<file path="src/rtl/pusher_pkg.sv">
// Shared definitions for the pusher queue: the width helper, the full-queue policy
// codes and the per-cycle transfer decode record.
package pusher_pkg;

    localparam int MODE_BACKPRESSURE = 0;
    localparam int MODE_DROP_OLDEST  = 1;

    // Smallest n with 2**n >= value, usable in parameter and port expressions.
    function automatic int clog2(input int value);
        int result;
        result = 0;
        for (int i = 0; i < 31; i++) begin
            if ((1 << i) < value) begin
                result = i + 1;
            end
        end
        return result;
    endfunction

    typedef struct packed {
        logic push;
        logic pop;
        logic drop;
    } xfer_t;

endpackage

</file>
<file path="src/rtl/pusher_ptr.sv">
// Queue pointer that counts modulo DEPTH, with an increment enable and a
// synchronous clear.
module pusher_ptr
    import pusher_pkg::*;
#(
    parameter int DEPTH = 4,
    parameter int AW    = clog2(DEPTH)
) (
    input  logic          clk_i,
    input  logic          rst_ni,
    input  logic          clear_i,
    input  logic          incr_i,
    output logic [AW-1:0] ptr_o
);

    logic [AW-1:0] ptr_q;
    logic [AW-1:0] ptr_d;

    always_comb begin
        // NOTE: ptr_d gets a default before any condition so every path assigns it and no latch is inferred.
        ptr_d = ptr_q;
        if (clear_i) begin
            ptr_d = '0;
        end else if (incr_i) begin
            ptr_d = (ptr_q == AW'(DEPTH - 1)) ? '0 : ptr_q + 1'b1;
        end
    end

    // NOTE: state registers use non-blocking assignments so every flop samples pre-edge values.
    always_ff @(posedge clk_i or negedge rst_ni) begin
        if (!rst_ni) begin
            ptr_q <= '0;
        end else begin
            ptr_q <= ptr_d;
        end
    end

    assign ptr_o = ptr_q;

endmodule

</file>
<file path="src/rtl/pusher_queue.sv">
// Registered FIFO with a selectable full-queue policy: backpressure, or discard
// the oldest entry and pulse dropped.
module pusher_queue
    import pusher_pkg::*;
#(
    parameter int WIDTH     = 8,
    parameter int DEPTH     = 4,
    parameter int OVERWRITE = MODE_BACKPRESSURE
) (
    input  logic                        clock,
    input  logic                        reset,
    input  logic                        flush,
    input  logic                        in_valid,
    output logic                        in_ready,
    input  logic [WIDTH-1:0]            in_data,
    output logic                        out_valid,
    input  logic                        out_ready,
    output logic [WIDTH-1:0]            out_data,
    output logic [clog2(DEPTH+1)-1:0]   count,
    output logic                        dropped
);

    localparam int AW = clog2(DEPTH);
    localparam int CW = clog2(DEPTH + 1);

    logic [WIDTH-1:0] mem [DEPTH];
    logic [AW-1:0]    rd_ptr;
    logic [AW-1:0]    wr_ptr;
    logic [CW-1:0]    count_q;
    logic [CW-1:0]    count_d;
    logic             dropped_q;
    logic             dropped_d;
    logic             full;
    logic             empty;
    xfer_t            xfer;

    assign full  = (count_q == CW'(DEPTH));
    assign empty = (count_q == '0);

    // in_ready looks only at occupancy and flush, never at out_ready.
    assign in_ready  = (OVERWRITE == MODE_DROP_OLDEST) ? !flush : (!full && !flush);
    assign out_valid = !empty;

    always_comb begin
        xfer.push = in_valid && in_ready;
        xfer.pop  = out_valid && out_ready && !flush;
        xfer.drop = (OVERWRITE == MODE_DROP_OLDEST) && xfer.push && full && !xfer.pop;
    end

    // A drop overwrites the oldest slot, so count holds while both pointers advance.
    always_comb begin
        count_d = count_q;
        if (flush) begin
            count_d = '0;
        end else if (xfer.push && !xfer.pop && !full) begin
            count_d = count_q + 1'b1;
        end else if (xfer.pop && !xfer.push) begin
            count_d = count_q - 1'b1;
        end
    end

    assign dropped_d = xfer.drop;

    always_ff @(posedge clock or negedge reset) begin
        if (!reset) begin
            count_q   <= '0;
            dropped_q <= 1'b0;
        end else begin
            count_q   <= count_d;
            dropped_q <= dropped_d;
        end
    end

    pusher_ptr #(
        .DEPTH (DEPTH)
    ) u_rd_ptr (
        .clk_i   (clock),
        .rst_ni  (reset),
        .clear_i (flush),
        .incr_i  (xfer.pop || xfer.drop),
        .ptr_o   (rd_ptr)
    );

    pusher_ptr #(
        .DEPTH (DEPTH)
    ) u_wr_ptr (
        .clk_i   (clock),
        .rst_ni  (reset),
        .clear_i (flush),
        .incr_i  (xfer.push),
        .ptr_o   (wr_ptr)
    );

    // NOTE: storage has no reset; validity is tracked by count, so clearing the array buys nothing.
    always_ff @(posedge clock) begin
        if (xfer.push) begin
            mem[wr_ptr] <= in_data;
        end
    end

    assign out_data = mem[rd_ptr];
    assign count    = count_q;
    assign dropped  = dropped_q;

endmodule

</file>
<file path="config.mk">
export PLATFORM = sky130hd
export DESIGN_NAME = pusher_queue
export DESIGN_NICKNAME = d
export VERILOG_FILES = /design/src/rtl/pusher_pkg.sv /design/src/rtl/pusher_ptr.sv /design/src/rtl/pusher_queue.sv
export SDC_FILE = /design/constraint.sdc
export NUM_CORES = 1
export LEC_CHECK = 0
export CAP_MARGIN = 20
export CORE_MARGIN = 2
export CORE_UTILIZATION = 52
export CTS_BUF_LIST = sky130_fd_sc_hd__clkbuf_16
export DETAILED_ROUTE_END_ITERATION = 10
export GPL_ROUTABILITY_DRIVEN = 0
export PLACE_DENSITY = 0.77
export REMOVE_ABC_BUFFERS = 1
export SYNTH_ARGS = -nofsm -noshare
export SYNTH_HDL_FRONTEND = slang
export SYNTH_SLANG_ARGS = --single-unit
</file>
<file path="constraint.sdc">
create_clock -name clock -period 2.6 [get_ports clock]
set_clock_uncertainty 0.2 [all_clocks]
set_input_delay 0.52 -clock clock [delete_from_list [all_inputs] [get_ports clock]]
set_output_delay 0.52 -clock clock [all_outputs]
set_load 0.03 [all_outputs]
</file>
# Word level (Yosys, flattened, before mapping)
# Memories as Yosys holds them, arrays and structs flattened.
# Cells that the tools add are included.
[totals]
register_bits = 7
ramBits = 32
memories = 1
out_inout_bits = 14
[mem_list]
columns = ["name", "depth", "word_bits", "rd", "rd_clocked_by_memory_dff", "wr", "line_no", "text"]
rows = [
  ["mem", 4, 8, 1, 0, 1, "pusher_queue.sv:26", "logic [WIDTH-1:0] mem [DEPTH];"],
]
[op_classes]
addsub = 4
eq_ne = 3
muxes = 11
reduce_logical = 16
[op_table]
columns = ["cell", "n"]
rows = [
  ["two-way mux 2 bit", 6],
  ["two-way mux 3 bit", 3],
  ["logical AND 1 bit", 7],
  ["logical NOT 1 bit", 5],
  ["adder 2 x 1 -> 2 bit (second input constant)", 2],
  ["== test 2 bit (second input constant)", 2],
  ["nonzero test 2 bit", 2],
  ["adder 3 x 1 -> 3 bit (second input constant)", 1],
  ["== test 3 bit (second input constant)", 1],
  ["logical NOT 3 bit", 1],
  ["nonzero test 3 bit", 1],
  ["subtractor 3 x 1 -> 3 bit (second input constant)", 1],
  ["two-way mux 1 bit", 2],
]

# Depth between registers and ports, before layout
# Gate-level depths: netlist (run 1).
[logic_depth]
word_depth = 9
ltp_mapped = 9
depth_no_buf = 8

# Hierarchy
# Synthesis (run 1) repeated with hierarchy kept, for this count alone.
[unflattened]
cells_unflattened = 95
area_unflattened_um2 = 1679.1
[modules_own_cells]
columns = ["module", "n_inst", "area_per_inst_um2", "cells_per_inst"]
rows = [
  ["pusher_queue", 1, 1478.9, 79],
  ["pusher_ptr", 2, 100.1, 8],
]

# Worst setup path before layout (run 1)
# OpenSTA, ideal clock, no wires.
[synth_timing]
kind = "reg-to-reg"
startpoint = "register count_q[2], in the netlist count[2]"
endpoint = "register count_q[2], in the netlist count[2]"
slack_ns = 0.161
synth_period_minus_slack_ns = 2.439
path_stages_with_launch = 10
setup_time_ns = 0.111
arrival_time_ns = 2.127
cell_sequence = "dfrtp_1 -> buf_6 -> or3_4 -> nand2_4 -> and2_1 -> fa_1 -> nor2_1 -> mux2i_1 -> o22ai_1 -> a2111oi_2"
[synth_via]
elab_chain_len = 9
word_cells_on_any_way = 19
classes_between = "2 x add/sub; 1 x eq/ne; 3 x mux; 13 x reduce/logical"
[synth_lines]
columns = ["item", "line_no", "text"]
rows = [
  ["start: declaration", "pusher_queue.sv:29", "logic [CW-1:0] count_q;"],
  ["start signal: assignment", "pusher_queue.sv:69", "count_q <= count_d;"],
  ["logical NOT 3 bit (*)", "pusher_queue.sv:38", "assign empty = (count_q == '0);"],
  ["logical NOT 1 bit (*)", "pusher_queue.sv:42", "assign out_valid = !empty;"],
  ["named net out_valid", "pusher_queue.sv:16", "output logic out_valid,"],
  ["logical AND 1 bit (*) (2 in a row)", "pusher_queue.sv:46", "xfer.pop = out_valid && out_ready && !flush;"],
  ["logical NOT 1 bit", "pusher_queue.sv:55", "end else if (xfer.push && !xfer.pop && !full) begin"],
  ["logical AND 1 bit (2 in a row)", "pusher_queue.sv:55", ""],
  ["two-way mux 3 bit", "pusher_queue.sv:55", ""],
  ["two-way mux 3 bit", "pusher_queue.sv:53", "if (flush) begin"],
]
# Mark *: on every way through the listed nets, which the timed path passes. The rest lies on a longest branch. The select of a mux whose other input is x is not followed.
# A chain may end at the register's enable or synchronous reset.

# Worst setup path after layout (run 1)
[layout_timing]
startpoint = "register count_q[0], in the netlist count[0]"
endpoint = "output port out_valid"
[layout_via]
elab_chain_len = 2
[layout_lines]
columns = ["item", "line_no"]
rows = [
  ["logical NOT 3 bit", "pusher_queue.sv:38"],
  ["logical NOT 1 bit", "pusher_queue.sv:42"],
  ["end: declaration", "pusher_queue.sv:16"],
]
# Every way passes these cells.

==> key figures, run 1 <==
Power and ir drop
  • Maximum vdd ir drop: 0.0003891 V
  • Leakage: 0.8075 nW
  • Pwr Density: 900.2 mW/mm^2

Floorplan
  • Die Y-Extent: 61.94 um
  • Starting Density: 53.14%
  • Core area: 0.003284 sq mm
  • Die Footprint: 0.003836 sq mm
  • I/O pins: 27
  • Die width: 61.94 um
  • Site row count: 21

Yosys
  • Simple-gate share of the synthesized area: 7.527%
  • Synth Area in Adders: 4.014%
  • Distinct cells, synth: 32
  • Async S/R FF share, synth: 17.95%
  • Fraction of synthesized area in multiplexers: 12.04%
  • Synth Area in Compound Gates: 4.086%
  • Area contributors post-synth: edfxtp_1 (55%), mux4_2 (10%), dfrtp_1 (10%), ha_1 (2.9%), and2_1 (1.8%)
  • FF+latch count, synth: 39
  • Post-synthesis sequential area ratio: 65.09%
  • Avg Synthesized Cell Area: 16.62 sq um
  • Most used flip-flop cell after synthesis: edfxtp_1
  • Post-Syn Instances: 105
  • Area leader, netlist: edfxtp_1
  • Post-synth EDFFs: 32
  • Largest family of logic cells by synthesized area: multiplexers
  • Post-synthesis xor/xnor area fraction: 2.939%
  • Area fraction of the dominant cell type after synthesis: 55.05%
  • Mapped Area: 0.001745 sq mm
  • Ys Warns: 0

Detailed routing
  • Post-Route WL: 2807 um
  • Drt pass-1 iters: 4
  • DRC violations left: 0
  • ANT nets after route: 0
  • Via count: 964
  • Vias per cell: 5.268
  • Initial DRC count: 37
  • DR WL/cell: 15.34 um

Global route
  • Gr usage total: 16.77%
  • Largest net degree at the start of global routing: 14
  • Residual overflow from global routing: 0
  • Initial antenna violation count: 0
  • First-pass GRT wire length: 4278 um
  • Vias in the first global route: 940

Setup path
  • Worst EP required: 1880 ps
  • Worst-path cell chain: or3_4 -> clkdlybuf4s50_1
  • Slowest cell on the critical path: clkdlybuf4s50_1
  • Setup crit start kind: flip-flop
  • Worst-path maximum fanout: 6
  • Critical Path AT: 1790 ps
  • Critical path type: flip-flop to output port
  • Worst setup EP type: output port
  • Buffers plus inverters on the worst setup path: 1
  • CP max stage delay: 610 ps
  • CP top delay family: buffers and inverters

Timing
  • Tcrit/Tclk final: 96.45%
  • Min cycle time layout: 2508 ps
  • TNS Setup: 0 ps
  • RSZ-0062 raised after global routing: no
  • Worst Hold Margin: 308.3 ps
  • Final Max Slew Viols: 0
  • F_max: 0.3988 GHz
  • Final setup fails: 0
  • Fin. Hold Viols: 0
  • Final WS setup: 92.19 ps

Run
  • Max-cap violations: 0

Run status
  • Status: finished, final reports clean

Cells and area
  • Combined area of the multi-input logic cells: 538.0 sq um
  • Share of cells above drive strength 1: 21.90%
  • Most common cell after layout, fill and taps aside: edfxtp_1
  • NumNets Final: 154
  • Most frequent cells in the layout: edfxtp_1 (32), clkdlybuf4s50_1 (16), mux4_2 (8), dlygate4sd2_1 (8), dfrtp_1 (7)
  • Seq. cell area: 0.001136 sq mm
  • Diodes inserted: 0
  • Area delta synth->final: 26.88%
  • Layout filler cell count: 221

Placed design
  • Post-detail-place hpwl: 2043 um
  • Post-place setup slack: 31.75 ps
  • IO Port Bufs: 25

Min path
  • Hold WC Path Type: input port to asynchronous set/reset pin

Clocking
  • Max clock buf depth: 2
  • CTS root buf: clkbuf_16
  • Num CTS Buffers: 5
  • CTS tree: done
  • Clock slew at reported path FFs: 50 ps
  • Clk_lat worst skew: 280 ps
  • CTS Sinks: 39
  • CTS HTree Levels: 2
## worst register-to-register path: cells and delay by family (launching register included)
kind,cells,cell delay (ps)
AOI/OAI and AO/OA,2,470
adders and majority gates,1,210
DFF,1,450
muxes,1,130
and+or+nand+nor,4,750
## cell families after synthesis
family	count (synthesis)
AO/OA/AOI/OAI	9
XOR/XNOR	5
adder cells (fa/ha/maj)	5
buffers and inverters	12
flip-flops	39
multiplexers	11
other	1
AND/OR/NAND/NOR	23
## where the power goes
part	internal [mW]	switching [mW]
Combinational	0.248	0.298
Sequential	0.724	0.0445
Clock	0.452	0.228
## through the flow
step,power [mW],util (%),area [sq um],cells
after floorplan,1.132,-,1693,98
after global placement,1.344,62.59,2056,175
after detailed placement,1.361,62.59,2056,175
after CTS,2.009,67.43,2215,183
after global routing,2.082,67.43,2215,183
final,1.994,67.43,2215,183
## worst paths after layout
check | cells after the start | start | endpoint | slack [ps]
max in group asynchronous | 1 | reset | count[1] | 1650
worst min-delay path | 1 | reset | u_rd_ptr.ptr_o[0] | 310
min in group clock | 2 | u_wr_ptr.ptr_o[1] | u_wr_ptr.ptr_o[1] | 430
worst max-delay path | 2 | count[0] | out_valid | 90
worst min register to register | 2 | u_wr_ptr.ptr_o[1] | u_wr_ptr.ptr_o[1] | 430
worst max register to register | 8 | count[0] | count[2] | 290
## Yosys cell counts (2+ instances only)
cell / count
buf_4: 2
mux4_2: 8
and2_1: 5
xor2_1: 2
xnor2_1: 2
dfrtp_1: 7
buf_6: 2
a21oi_1: 2
buf_2: 3
nor2_1: 6
inv_1: 5
ha_1: 4
o31ai_1: 2
mux2i_1: 3
nand2_1: 4
edfxtp_1: 32
## state kept, by name (all words and copies together) (netlist names)
signal and flops:
count 3, mem 32, u_rd_ptr.ptr_o 2, u_wr_ptr.ptr_o 2
## metal layers
metal  global-route usage [%]  wire [um]
met5                        0          0
met4                    7.295         36
met3                    4.969         99
met2                    28.72       1542
met1                    19.64       1129
## final cells by class
type                       instances  share of cell area (%)
tap                               46                   2.599
timing repair buffer              31                   13.33
inverter                           5                  0.8475
sequential                        39                   51.30
multi-input combinational         54                   24.29
clock inverter                     3                   1.977
clock buffer                       5                   5.650
## repair_timing
item | 4_1_cts | 5_1_grt
resized for setup | 8 | 0
endpoints found under the hold margin | 0 | 0
setup endpoints to repair | 8 | 0
hold buffers | 0 | 0
setup buffers | 0 | 0
Note: power is estimated with default switching activity, not from simulation.
==> inputs of run 2 (changes only) <==
ABC_AREA = 1   (was default)
CTS_CLUSTER_DIAMETER = 150   (was default)
PLACE_DENSITY = 0.9   (was 0.77)
==> run 2 against run 1 <==
Synthesized cell count is 34% higher. Cell count is 20% higher. Non-clock buffer count stayed put. Hold slack better by 0.82 ps. Worst setup slack better by 110 ps. Clock power is 2% lower. Global-route usage is 3.2 points higher. Die area is 2.9% lower. Largest power group unchanged. Critical path type unchanged. Maximum frequency is 4.4% higher. Sequential power is 7.2% higher. Register-to-register slack better by 290 ps.
==> key figures, run 2 <==
Yosys
  • Area fraction of the dominant cell type after synthesis: 56.85% (+1.8 points)
  • Ys Warns: 0 (unchanged)
  • Commonest cells post-synth: edfxtp_1 (32), nor2_1 (21), o21ai_0 (16)
  • Fraction of synthesized area in multiplexers: 0% (-12 points)
  • Post-Syn Instances: 141 (+34%)
  • Avg Synthesized Cell Area: 11.99 sq um (-28%)
  • FF+latch count, synth: 39 (unchanged)
  • Largest family of logic cells by synthesized area: simple AND/OR/NAND/NOR gates
  • Post-synthesis xor/xnor area fraction: 0.5181% (-2.4 points)
  • Post-synth EDFFs: 32 (unchanged)
  • Area contributors post-synth: edfxtp_1 (57%), dfrtp_1 (10%), o21ai_0 (4.7%), nor2_1 (4.7%), inv_1 (3.1%)
  • Post-synthesis sequential area ratio: 67.21% (+2.1 points)
  • Synth Area in Compound Gates: 10.14% (+6.1 points)
  • Async S/R FF share, synth: 17.95% (unchanged)
  • Mapped Area: 0.001690 sq mm (-3.2%)
  • Synth Area in Adders: 4.145% (+0.13 points)
  • Area leader, netlist: edfxtp_1
  • Distinct cells, synth: 25 (-22%)
  • Most used flip-flop cell after synthesis: edfxtp_1
  • Simple-gate share of the synthesized area: 12.73% (+5.2 points)
  • Most numerous cell in the Yosys netlist: edfxtp_1

Power and ir drop
  • Power Total: 2.256 mW (+13%)
  • Sw Pwr: 0.7618 mW (+34%)
  • Leakage: 0.8500 nW (+5.3%)
  • Maximum vdd ir drop: 0.0005687 V (+46%)
  • Clock share of power: 29.4% (-4.7 points)
  • Sw frac: 33.77% (+5.2 points)
  • Int Power: 1.494 mW (+5.0%)
  • Logic gate share of total power: 34.1% (+6.7 points)
  • Pwr Density: 1045 mW/mm^2 (+16%)
  • Sequential power share: 36.5% (-2.1 points)

Setup path
  • R2R Path Start: count[0]
  • Setup crit start kind: flip-flop
  • CP max stage delay: 490 ps (-120 ps)
  • Critical Path AT: 1680 ps (-110 ps)
  • Buffers plus inverters on the worst setup path: 2 (+1)
  • CP top delay family: buffers and inverters
  • Setup crit start: u_rd_ptr.ptr_o[1]
  • Critical path type: flip-flop to output port
  • Slowest cell on the critical path: dfrtp_1
  • Worst setup EP type: output port
  • Worst-path cell chain: inv_1 -> o21ai_0 -> o22ai_1 -> dlygate4sd2_1
  • Worst EP required: 1880 ps (about the same)
  • Worst-path maximum fanout: 11 (+5)

Clocking
  • Clk_lat worst skew: 270 ps (about the same)
  • CTS Sinks: 39 (unchanged)
  • Max clock buf depth: 2 (unchanged)
  • CTS HTree Levels: 2 (unchanged)
  • Clock slew at reported path FFs: 50 ps (about the same)
  • Num CTS Buffers: 5 (unchanged)
  • Post-CTS Setup Inserts: 0 (unchanged)
  • CTS tree: done
  • CTS root buf: clkbuf_16

Run status
  • Status: finished, final reports clean

Detailed routing
  • Post-Route WL: 3186 um (+14%)
  • Via count: 1141 (+18%)
  • DRC violations left: 0 (unchanged)
  • DR WL/cell: 14.55 um (-5.2%)
  • Drt pass-1 iters: 4 (unchanged)
  • Routed met1 length: 1276 um (+13%)
  • DR WL met3: 221 um (+120%)
  • Vias per cell: 5.210 (-1.1%)
  • ANT nets after route: 0 (unchanged)
  • Met2 routed WL: 1623 um (+5.3%)
  • Top Metal Used: met4
  • Initial DRC count: 109 (+190%)

Global route
  • Largest net degree at the start of global routing: 18 (+4)
  • Initial antenna violation count: 0 (unchanged)
  • Residual overflow from global routing: 0 (unchanged)
  • Vias in the first global route: 1162 (+24%)
  • First-pass GRT wire length: 5216 um (+22%)
  • Gr usage total: 20.00% (+3.2 points)

Timing
  • Tcrit/Tclk final: 92.37% (-4.1 points)
  • Min cycle time layout: 2402 ps (-106.3 ps)
  • Fin. Hold Viols: 0 (unchanged)
  • F_max: 0.4164 GHz (+4.4%)
  • Final setup fails: 0 (unchanged)
  • TNS Setup: 0 ps (unchanged)
  • RSZ-0062 raised after global routing: no
  • Final Max Slew Viols: 0 (unchanged)
  • Final WS setup: 198.4 ps (+106.3 ps)

Cells and area
  • Share of cells above drive strength 1: 16.57% (-5.3 points)
  • Diodes inserted: 0 (unchanged)
  • Seq. cell area: 0.001136 sq mm (unchanged)
  • Combined area of the multi-input logic cells: 469.2 sq um (-13%)
  • Most flop-heavy register: mem
  • Most common cell after layout, fill and taps aside: edfxtp_1
  • Final Cell Area: 0.002158 sq mm (-2.5%)
  • NumNets Final: 192 (+25%)
  • Most frequent cells in the layout: edfxtp_1 (32), nor2_1 (21), o21ai_0 (16), clkdlybuf4s50_1 (16), inv_1 (14)
  • Layout filler cell count: 223 (+0.90%)
  • Number of flip-flops in the largest register: 32 (unchanged)
  • Area delta synth->final: 27.68%

Placed design
  • Post-detail-place hpwl: 2236 um (+9.4%)
  • Area after DPL: 0.001999 sq mm (-2.7%)
  • IO Port Bufs: 25 (unchanged)
  • Post-place setup slack: 126.2 ps (+94.49 ps)

Floorplan
  • I/O pins: 27 (unchanged)
  • Core area: 0.003078 sq mm (-6.3%)
  • Starting Density: 54.92% (+1.8 points)
  • Die Footprint: 0.003723 sq mm (-2.9%)
  • Die width: 61.02 um (-1.5%)
  • Site row count: 20 (-4.8%)
  • Die Y-Extent: 61.02 um (-1.5%)

Run
  • Max-cap violations: 0 (unchanged)

Min path
  • Hold WC Path Type: input port to asynchronous set/reset pin
==> run 2: final timing paths <==
check	slack (ps)	endpoint	cells after the start
min in group clock	380	count[0]	2
max in group asynchronous	1650	u_wr_ptr.ptr_o[1]	1
hold / removal	310	count[0]	1
setup reg to reg	580	count[2]	10
hold reg to reg	380	count[0]	2
setup / recovery	200	out_data[4]	4
==> run 2: logic make-up after synthesis <==
logic type,Yosys count
buf+inv,20
compound gates,31
flops,39
xor+xnor,1
other cells,1
fa+ha+maj,5
simple gates,44
==> run 2: what timing repair did <==
item | CTS | global route
endpoints found under the hold margin | 0 | 0
hold buffers | 0 | 0
endpoints found under the setup margin | 4 | 0
gates resized for setup | 4 | 0
==> run 2: stage by stage <==
step / cells / hold slack [ps] / util (%)
6_report: 219 / 309.1 / 70.12
2_1_floorplan: 136 / 24.41 / -
3_3_place_gp: 211 / 332.5 / 64.96
4_1_cts: 219 / 316.0 / 70.12
3_5_place_dp: 211 / 341.8 / 64.96
5_1_grt: 219 / 319.8 / 70.12
==> run 2: worst reg2reg max path: cells and delay by family, from the launching register on <==
family | cells | cell delay [ps]
AO/OA/AOI/OAI | 1 | 110
XOR/XNOR | 1 | 180
flip-flops | 1 | 420
adder cells (fa/ha/maj) | 1 | 390
AND/OR/NAND/NOR | 5 | 530
buffers and inverters | 2 | 130
==> run 2: power by group through the flow <==
| stage | clock network, mW | logic, mW | registers, mW |
|---|---|---|---|
| after floorplan | 0 | 0.458 | 0.873 |
| after global placement | 0 | 0.764 | 0.829 |
| after detailed placement | 0 | 0.794 | 0.834 |
| after CTS | 0.675 | 0.779 | 0.824 |
| after global routing | 0.696 | 0.855 | 0.833 |
| final | 0.663 | 0.769 | 0.824 |
==> run 2: layout make-up <==
| class | instances | share of cell area [%] |
|---|---|---|
| clock inverters | 3 | 1.797 |
| inverters | 15 | 2.609 |
| clock buffers | 5 | 5.797 |
| well taps | 44 | 2.551 |
| flip-flops and latches | 39 | 52.64 |
| repair buffers | 31 | 12.87 |
| multi-input cells | 82 | 21.74 |
==> run 2: per-layer routing <==
layer | global-route usage, % | vias up
met5 | 0 | -
met4 | 8.075 | 0
met3 | 6.303 | 9
met2 | 35.79 | 47
met1 | 22.13 | 535
li1 | - | 550
==> inputs of run 3 (changes only) <==
ABC_AREA = default   (was 1)
CTS_CLUSTER_SIZE = 20   (was default)
PLACE_DENSITY = 0.89   (was 0.9)
==> run 3 against run 2 <==
Die area up 3.0%. Cell count down 16%. First-iteration DRC count down 53%. Critical endpoint is now out_valid. Largest cell class unchanged. Largest power group unchanged.
==> key figures, run 3 (synthesis results as in run 1) <==
Floorplan
  • Core area: 0.003284 sq mm (+6.7%)
  • Die Y-Extent: 61.94 um (+1.5%)
  • Die Footprint: 0.003836 sq mm (+3.0%)
  • I/O pins: 27 (unchanged)
  • Starting Density: 53.14% (-1.8 points)
  • Site row count: 21 (+5.0%)
  • Die width: 61.94 um (+1.5%)

Power and ir drop
  • Leakage: 0.8049 nW (-5.3%)
  • Maximum vdd ir drop: 0.0005492 V (-3.4%)
  • Pwr Density: 903.1 mW/mm^2 (-14%)

Cells and area
  • Most common cell after layout, fill and taps aside: edfxtp_1
  • Area delta synth->final: 26.60%
  • NumNets Final: 154 (-20%)
  • Diodes inserted: 0 (unchanged)
  • Most frequent cells in the layout: edfxtp_1 (32), clkdlybuf4s50_1 (16), mux4_2 (8), dlygate4sd2_1 (8), dfrtp_1 (7)
  • Share of cells above drive strength 1: 21.17% (+4.6 points)
  • Number of flip-flops in the largest register: 32 (unchanged)
  • Most flop-heavy register: mem
  • Layout Cells excl Fill: 183 (-16%)

Global route
  • First-pass GRT wire length: 4974 um (-4.6%)
  • Residual overflow from global routing: 0 (unchanged)
  • Gr usage total: 19.07% (-0.93 points)
  • Initial antenna violation count: 0 (unchanged)
  • Vias in the first global route: 1023 (-12%)
  • Largest net degree at the start of global routing: 13 (-5)

Timing
  • Final setup fails: 0 (unchanged)
  • Tcrit/Tclk final: 96.51% (+4.1 points)
  • Final Max Slew Viols: 0 (unchanged)
  • Final WS setup: 90.72 ps (-107.7 ps)
  • F_max: 0.3985 GHz (-4.3%)
  • Worst Hold Margin: 321.2 ps (+12.06 ps)
  • RSZ-0062 raised after global routing: no
  • Min cycle time layout: 2509 ps (+107.7 ps)
  • Fin. Hold Viols: 0 (unchanged)
  • TNS Setup: 0 ps (unchanged)

Clocking
  • CTS Sinks: 39 (unchanged)
  • CTS tree: done
  • CTS HTree Levels: 2 (unchanged)
  • CTS root buf: clkbuf_16
  • Max clock buf depth: 2 (unchanged)
  • Clock slew at reported path FFs: 50 ps (about the same)
  • Num CTS Buffers: 5 (unchanged)
  • Hold-fix buffers, CTS: 0 (unchanged)
  • Clk_lat worst skew: 280 ps (about the same)

Setup path
  • CP top delay family: buffers and inverters
  • Slowest cell on the critical path: clkdlybuf4s50_1
  • Worst-path maximum fanout: 6 (-5)
  • Critical Path AT: 1790 ps (+110 ps)
  • Worst EP required: 1880 ps (about the same)
  • Critical path type: flip-flop to output port
  • Buffers plus inverters on the worst setup path: 1 (-1)
  • Setup crit start kind: flip-flop
  • CP max stage delay: 610 ps (+120 ps)
  • Worst-path cell chain: or3_4 -> clkdlybuf4s50_1
  • Worst setup EP type: output port

Detailed routing
  • Post-Route WL: 3177 um (-0.28%)
  • Vias per cell: 5.339 (+2.5%)
  • Initial DRC count: 51 (-53%)
  • DR WL/cell: 17.36 um (+19%)
  • ANT nets after route: 0 (unchanged)
  • Drt pass-1 iters: 6 (+2)
  • DRC violations left: 0 (unchanged)
  • Via count: 977 (-14%)

Run status
  • Status: finished, final reports clean

Run
  • Max-cap violations: 0 (unchanged)

Min path
  • Hold WC Path Type: input port to asynchronous set/reset pin

Placed design
  • Post-detail-place hpwl: 2135 um (-4.5%)
  • # placed instances: 175 (-17%)
  • IO Port Bufs: 25 (unchanged)
  • Post-place setup slack: 59.13 ps (-67.10 ps)
## run 3: cell types whose count changed in the layout (fill, tap and decap cells not counted), sizes merged, moves of 3 or more
cell / previous run / this run
o21ai: 19 / 0
buf: 11 / 7
and2: 0 / 5
nand2: 15 / 5
mux2i: 0 / 3
o22ai: 8 / 1
xor2: 0 / 3
nor2: 23 / 7
dlygate4sd2: 4 / 8
mux4: 0 / 8
nand3: 5 / 2
inv: 15 / 5
## run 3: final timing paths
check                                    end  cells past startpoint         startpoint  slack, ps
setup / recovery                   out_valid                      2           count[0]         90
hold / removal                      count[2]                      1              reset        320
setup reg to reg                    count[2]                      8           count[0]        290
hold reg to reg            u_wr_ptr.ptr_o[0]                      2  u_wr_ptr.ptr_o[0]        420
max in group asynchronous           count[0]                      1              reset       1620
min in group clock         u_wr_ptr.ptr_o[0]                      2  u_wr_ptr.ptr_o[0]        420
## run 3: report_power, final
part	internal (mW)	switching, mW
logic	0.248	0.309
registers	0.725	0.0417
clock network	0.447	0.226
## run 3: metal layers
metal / part of all wire (%) / routed length (um) / global-route usage [%] / vias to the layer above
met5: 0 / 0 / 0 / -
met4: 1.1 / 36 / 5.471 / 0
met3: 5.3 / 167 / 6.004 / 5
met2: 53 / 1693 / 34.89 / 39
met1: 40 / 1279 / 21.27 / 487
li1: - / - / - / 446
## run 3: metrics by stage
step | instance area, sq um | util, % | total power, mW
4_1_cts | 2210 | 67.28 | 2.012
6_report | 2210 | 67.28 | 1.996
5_1_grt | 2210 | 67.28 | 2.080
2_1_floorplan | 1693 | - | 1.132
3_3_place_gp | 2056 | 62.59 | 1.342
3_5_place_dp | 2056 | 62.59 | 1.361
## run 3: area by class of cell
type / count / area [sq um]
flip-flops and latches: 39 / 1136
multi-input cells: 54 / 538.0
clock buffers: 5 / 125.1
well taps: 46 / 57.56
inverters: 5 / 18.77
clock inverters: 3 / 38.79
fillers: 224 / 1075
repair buffers: 31 / 295.3
## run 3: timing repair
item | 4_1_cts | 5_1_grt
endpoints found under the setup margin | 8 | 0
gates resized for setup | 8 | 0
buffers inserted | 0 | 0
==> edit 1, RTL diff (settings of run 2) <==
Change the parameter `WIDTH` from 8 to 6.
--- a/src/rtl/pusher_queue.sv
+++ b/src/rtl/pusher_queue.sv
@@ -3,7 +3,7 @@
 module pusher_queue
     import pusher_pkg::*;
 #(
-    parameter int WIDTH     = 8,
+    parameter int WIDTH     = 6,
     parameter int DEPTH     = 4,
     parameter int OVERWRITE = MODE_BACKPRESSURE
 ) (
Ports: changed (resized in_data and out_data); port bits go from 27 to 23. No check against the original RTL was run, so the function may have changed too.
==> edit 1 against run 2 <==
  * Wire length fell by 13%
  * Global-route usage barely moved
  * Sequential cell count fell by 8
  * Sequential power fell by 19%
  * Count of clock-buffer cells in the layout did not move
  * Final area fell by 14%
  * Worst hold slack improved by 0.0055 ns
  * Total power fell by 12%
  * Area after synthesis fell by 16%
  * Maximum frequency rose by 0.55%
  * Worst setup slack improved by 0.013 ns
  * Critical endpoint is now out_data[3]
  * Largest cell class unchanged
==> edit 1: results (changes against run 2) <==
Routed length on met2: 1421 µm (was 1623 µm)
Adder-Cell Fraction of Synth Area: 4.917% (was 4.145%)
Status: completed (unchanged)
Largest stage delay on the critical path: 0.45 ns (was 0.49 ns)
EDFF count, synth: 24 (was 32)
GRT met1 Usage: 22.96% (was 22.13%)
Reg-to-reg startpoint: count[2]$_DFFE_PN0P_ (was count[0]$_DFFE_PN0P_)
Final WS setup: 0.2115 ns (was 0.1984 ns)
WL final: 2768 µm (was 3186 µm)
Avg Vias per Cell: 5.349 (was 5.210)
Post-DP Area: 1698 µm² (was 1999 µm²)
Synth cell count leaders: edfxtp_1 (24), nor2_1 (16), nand2_1 (15) (was edfxtp_1 (32), nor2_1 (21), o21ai_0 (16))
Final net count: 171 (was 192)
VDD IR-drop max: 0.8746 mV (was 0.5687 mV)
Max reg flops: 24 (was 32)
Register area share after synthesis: 62.86% (was 67.21%)
XOR/XNOR Fraction of Synth Area: 0.6146% (was 0.5181%)
Share of post-route cells with drive strength above 1: 18.59% (was 16.57%)
Dpl hpwl: 1916 µm (was 2236 µm)
Leakage: 0.7620 nW (was 0.8500 nW)
GRT Total Usage: 20.02% (was 20.00%)
Synth area leaders: edfxtp_1 (51%), dfrtp_1 (12%), o21ai_0 (4.6%), nor2_1 (4.2%), nand2_1 (4.0%) (was edfxtp_1 (57%), dfrtp_1 (10%), o21ai_0 (4.7%), nor2_1 (4.7%), inv_1 (3.1%))
Async set-or-reset flop fraction in the synthesized netlist: 22.58% (was 17.95%)
Routed met1 length: 1081 µm (was 1276 µm)
Compound-Gate Fraction of Synth Area: 9.921% (was 10.14%)
Vias in the first global route: 1001 (was 1162)
Crit path to: out_data[3] (was out_data[4])
Smallest hold slack: 0.3147 ns (was 0.3091 ns)
Post-synth cell types: 27 (was 25)
DRC marker count from the first detailed-route iteration: 37 (was 109)
DP Cell Count: 178 (was 211)
R2R Setup Slk: 0.61 ns (was 0.58 ns)
Met3 wire len: 195 µm (was 221 µm)
R2R depth: 11 (was 10)
Layout Cells excl Fill: 186 (was 219)
[edit 1: cell types whose count changed in the layout (fill, tap and decap cells not counted), sizes merged]
cell / before / now
o21bai: 0 / 1
nand2: 15 / 20
inv: 15 / 14
o21ai: 19 / 15
dlygate4sd2: 4 / 6
edfxtp: 32 / 24
nand3: 5 / 3
nor2: 23 / 20
buf: 11 / 7
bufinv: 1 / 2
o22ai: 8 / 6
a21oi: 3 / 2
clkdlybuf4s50: 16 / 14
nor3: 1 / 0
[edit 1: area by class of cell]
class	instances	area (µm²)
clock buffer	5	125.1
clock inverter	3	43.79
fill	162	685.7
inverter	15	72.57
multi-input combinational	75	439.2
sequential	31	895.9
tap	30	37.54
timing repair buffer	27	245.2
[edit 1: worst reg2reg max path, stage by stage, from the launching register on]
cell and delay [ns]:
dfrtp_1 0.44, inv_1 0.08, nand2_2 0.10, nand2_4 0.07, inv_4 0.08, nor2_2 0.06, fa_1 0.39, xnor2_1 0.18
o21bai_1 0.13, nand2_1 0.06, nand2_1 0.06, nand2_1 0.04
[edit 1: kinds of logic (layout without fill, tap and decap cells)]
kind of cell | after synthesis | after routing
compound gates | 25 | 25
xor+xnor | 1 | 1
fa+ha+maj | 5 | 5
buf+inv | 18 | 50
flops | 31 | 31
other cells | 1 | 1
simple gates | 43 | 43
[edit 1: report_power, final]
| group | leakage [nW] | total (mW) | switching, mW | internal, mW |
|---|---|---|---|---|
| clock network | 0.0838 | 0.652 | 0.202 | 0.450 |
| registers | 0.309 | 0.664 | 0.0548 | 0.609 |
| logic | 0.370 | 0.664 | 0.417 | 0.247 |
| total | 0.762 | 1.98 | 0.674 | 1.31 |
[edit 1: timing repair]
action / CTS / global route
gates resized for setup: 6 / 0
buffers inserted: 0 / 0
endpoints found under the setup margin: 6 / 0
hold buffers: 0 / 0
==> edit 2, RTL diff (settings of run 2) <==
Without the edit above. Put one more register stage on the output `count`, without a reset. The value now appears one clock later. The other outputs are not delayed to match.
--- a/src/rtl/pusher_queue.sv
+++ b/src/rtl/pusher_queue.sv
@@ -99,7 +99,9 @@
     end
 
     assign out_data = mem[rd_ptr];
-    assign count    = count_q;
+    always_ff @(posedge clock) begin
+        count <= count_q;
+    end
     assign dropped  = dropped_q;
 
 endmodule
Behaviour: not the same (Yosys sat finds a counterexample within 4 cycles, from zero or initial values and one cycle with reset low).
==> edit 2 against run 2 <==
  * Worst setup slack improved by 0.010 ns
  * Count of clock-buffer cells in the layout did not move
  * Wire length up 3.3%
  * Synthesized cell count is 2.1% higher
  * Sequential cell count is 3 higher
  * Final area rose by 3.4%
  * Total power up 0.52%
  * Clock power increased by 1%
  * Area after synthesis up 3.6%
  * Critical endpoint is now out_data[5]
==> edit 2: results (changes against run 2) <==
Status: completed (unchanged)
Crit-path max FO: 9 (was 11)
Diodes inserted: 0 (unchanged)
Postcts setup bufs: 0 (unchanged)
GRT Total Usage: 19.55% (was 20.00%)
Clock Latency Late Sink: 0.28 ns
Critical Path Slowest Stage Cell: dfrtp_1 (unchanged)
Hold Crit Class: reg2reg (was in2async)
DP Cell Count: 217 (was 211)
TritonCTS buffer count: 5 (unchanged)
DRT Pass-1 Iters: 4 (unchanged)
Largest regs: mem x32, count x3, count_q x3
Largest net degree at the start of global routing: 18 (unchanged)
Post-synth cell types: 26 (was 25)
Synth area leaders: edfxtp_1 (55%), dfrtp_1 (10%), o21ai_0 (5.1%), nor2_1 (4.5%), dfxtp_1 (3.4%) (was edfxtp_1 (57%), dfrtp_1 (10%), o21ai_0 (4.7%), nor2_1 (4.7%), inv_1 (3.1%))
Leakage: 0.8776 nW (was 0.8500 nW)
Synth cell count leaders: edfxtp_1 (32), nor2_1 (21), o21ai_0 (18) (was edfxtp_1 (32), nor2_1 (21), o21ai_0 (16))
Synth Instances: 144 (was 141)
DRC marker count from the first detailed-route iteration: 69 (was 109)
Clock Path Buffers: 2 (unchanged)
Post-DRT Antenna Nets: 0 (unchanged)
Final net count: 196 (was 192)
Register area share after synthesis: 68.33% (was 67.21%)
Port-buffer cells: 25 (unchanged)
Number of warnings issued by yosys: 0 (unchanged)
Vias in the first global route: 1149 (was 1162)
CTS resizes: 6 (was 4)
Share of post-route cells with drive strength above 1: 16.76% (was 16.57%)
Layout Cells excl Fill: 225 (was 219)
Dpl hpwl: 2316 µm (was 2236 µm)
VDD IR-drop max: 0.5710 mV (was 0.5687 mV)
Worst EP arrival: 1.67 ns
First-pass GRT wire length: 5078 µm (was 5216 µm)
Largest stage delay on the critical path: 0.47 ns (was 0.49 ns)
CTS root buf: clkbuf_16 (unchanged)
WL/cell: 14.62 µm (was 14.55 µm)
Clock-pin slew on the worst setup and hold paths: 0.06 ns
Async set-or-reset flop fraction in the synthesized netlist: 16.67% (was 17.95%)
FILL cells: 239 (was 223)
Max Transition Viols Final: 0 (unchanged)
# H-tree levels: 2 (unchanged)
EDFF count, synth: 32 (unchanged)
Antenna violations before repair: 0 (unchanged)
Vias: 1171 (was 1141)
edit 2: worst max-delay path, delay by kind of cell (launching register included):
family / cells / cell delay (ns)
compound gates: 2 / 0.28
buf+inv: 2 / 0.65
flops: 1 / 0.47
edit 2: cells by family (layout without fill, tap and decap cells):
group / Yosys count / in the layout / share of synthesized area, %
DFF: 42 / 42 / 68.33
AOI/OAI and AO/OA: 31 / 31 / 9.650
buffers and inverters: 20 / 55 / 4.861
xor gates and xnor gates: 1 / 1 / 0.5004
and+or+nand+nor: 44 / 44 / 12.44
adders and majority gates: 5 / 5 / 4.003
other: 1 / 1 / 0.2142
edit 2: stage by stage:
stage	worst slack (ns)	power [mW]	hold WS [ns]	area [µm²]
floorplan	0.4699	1.336	0.02441	1722
global placement	0.2475	1.594	0.2197	2072
detailed placement	0.1720	1.629	0.2197	2072
CTS	0.2044	2.285	0.2493	2232
global route	0.1007	2.380	0.2582	2232
finish	0.2089	2.268	0.2534	2232
edit 2: layout make-up:
cell class / instances / area (µm²) / share of cell area [%]
inverters: 15 / 60.06 / 2.691
clock buffers: 5 / 125.1 / 5.605
repair buffers: 32 / 286.5 / 12.84
flip-flops and latches: 42 / 1196 / 53.59
multi-input cells: 82 / 469.2 / 21.02
well taps: 46 / 57.56 / 2.578
clock inverters: 3 / 37.54 / 1.682
edit 2: path summary, 6_finish.rpt:
path	startpoint	endpoint	slack (ns)	cells after the start
max	u_rd_ptr.ptr_o[1]$_DFFE_PN0P_	out_data[5]	0.21	4
min	count_q[1]$_DFFE_PN0P_	count[1]$_DFF_P_	0.25	0
max reg2reg	count_q[2]$_DFFE_PN0P_	count_q[2]$_DFFE_PN0P_	0.59	11
min reg2reg	count_q[1]$_DFFE_PN0P_	count[1]$_DFF_P_	0.25	0
max in group asynchronous	reset	u_rd_ptr.ptr_o[0]$_DFFE_PN0P_	1.62	1
min in group asynchronous	reset	count_q[0]$_DFFE_PN0P_	0.32	1
edit 2: power by group:
group	switching, mW	internal [mW]
Sequential	0.0586	0.811
Combinational	0.463	0.264
Clock	0.226	0.445
Total	0.747	1.52
edit 2: per-layer routing:
layer / GRT usage [%] / part of all wire [%] / routed length (µm) / vias up
li1: - / - / - / 565
met1: 22.30 / 44 / 1436 / 564
met2: 31.55 / 49 / 1608 / 35
met3: 7.660 / 5.0 / 165 / 7
met4: 10.64 / 2.4 / 79 / 0
met5: 0 / 0 / 0 / -
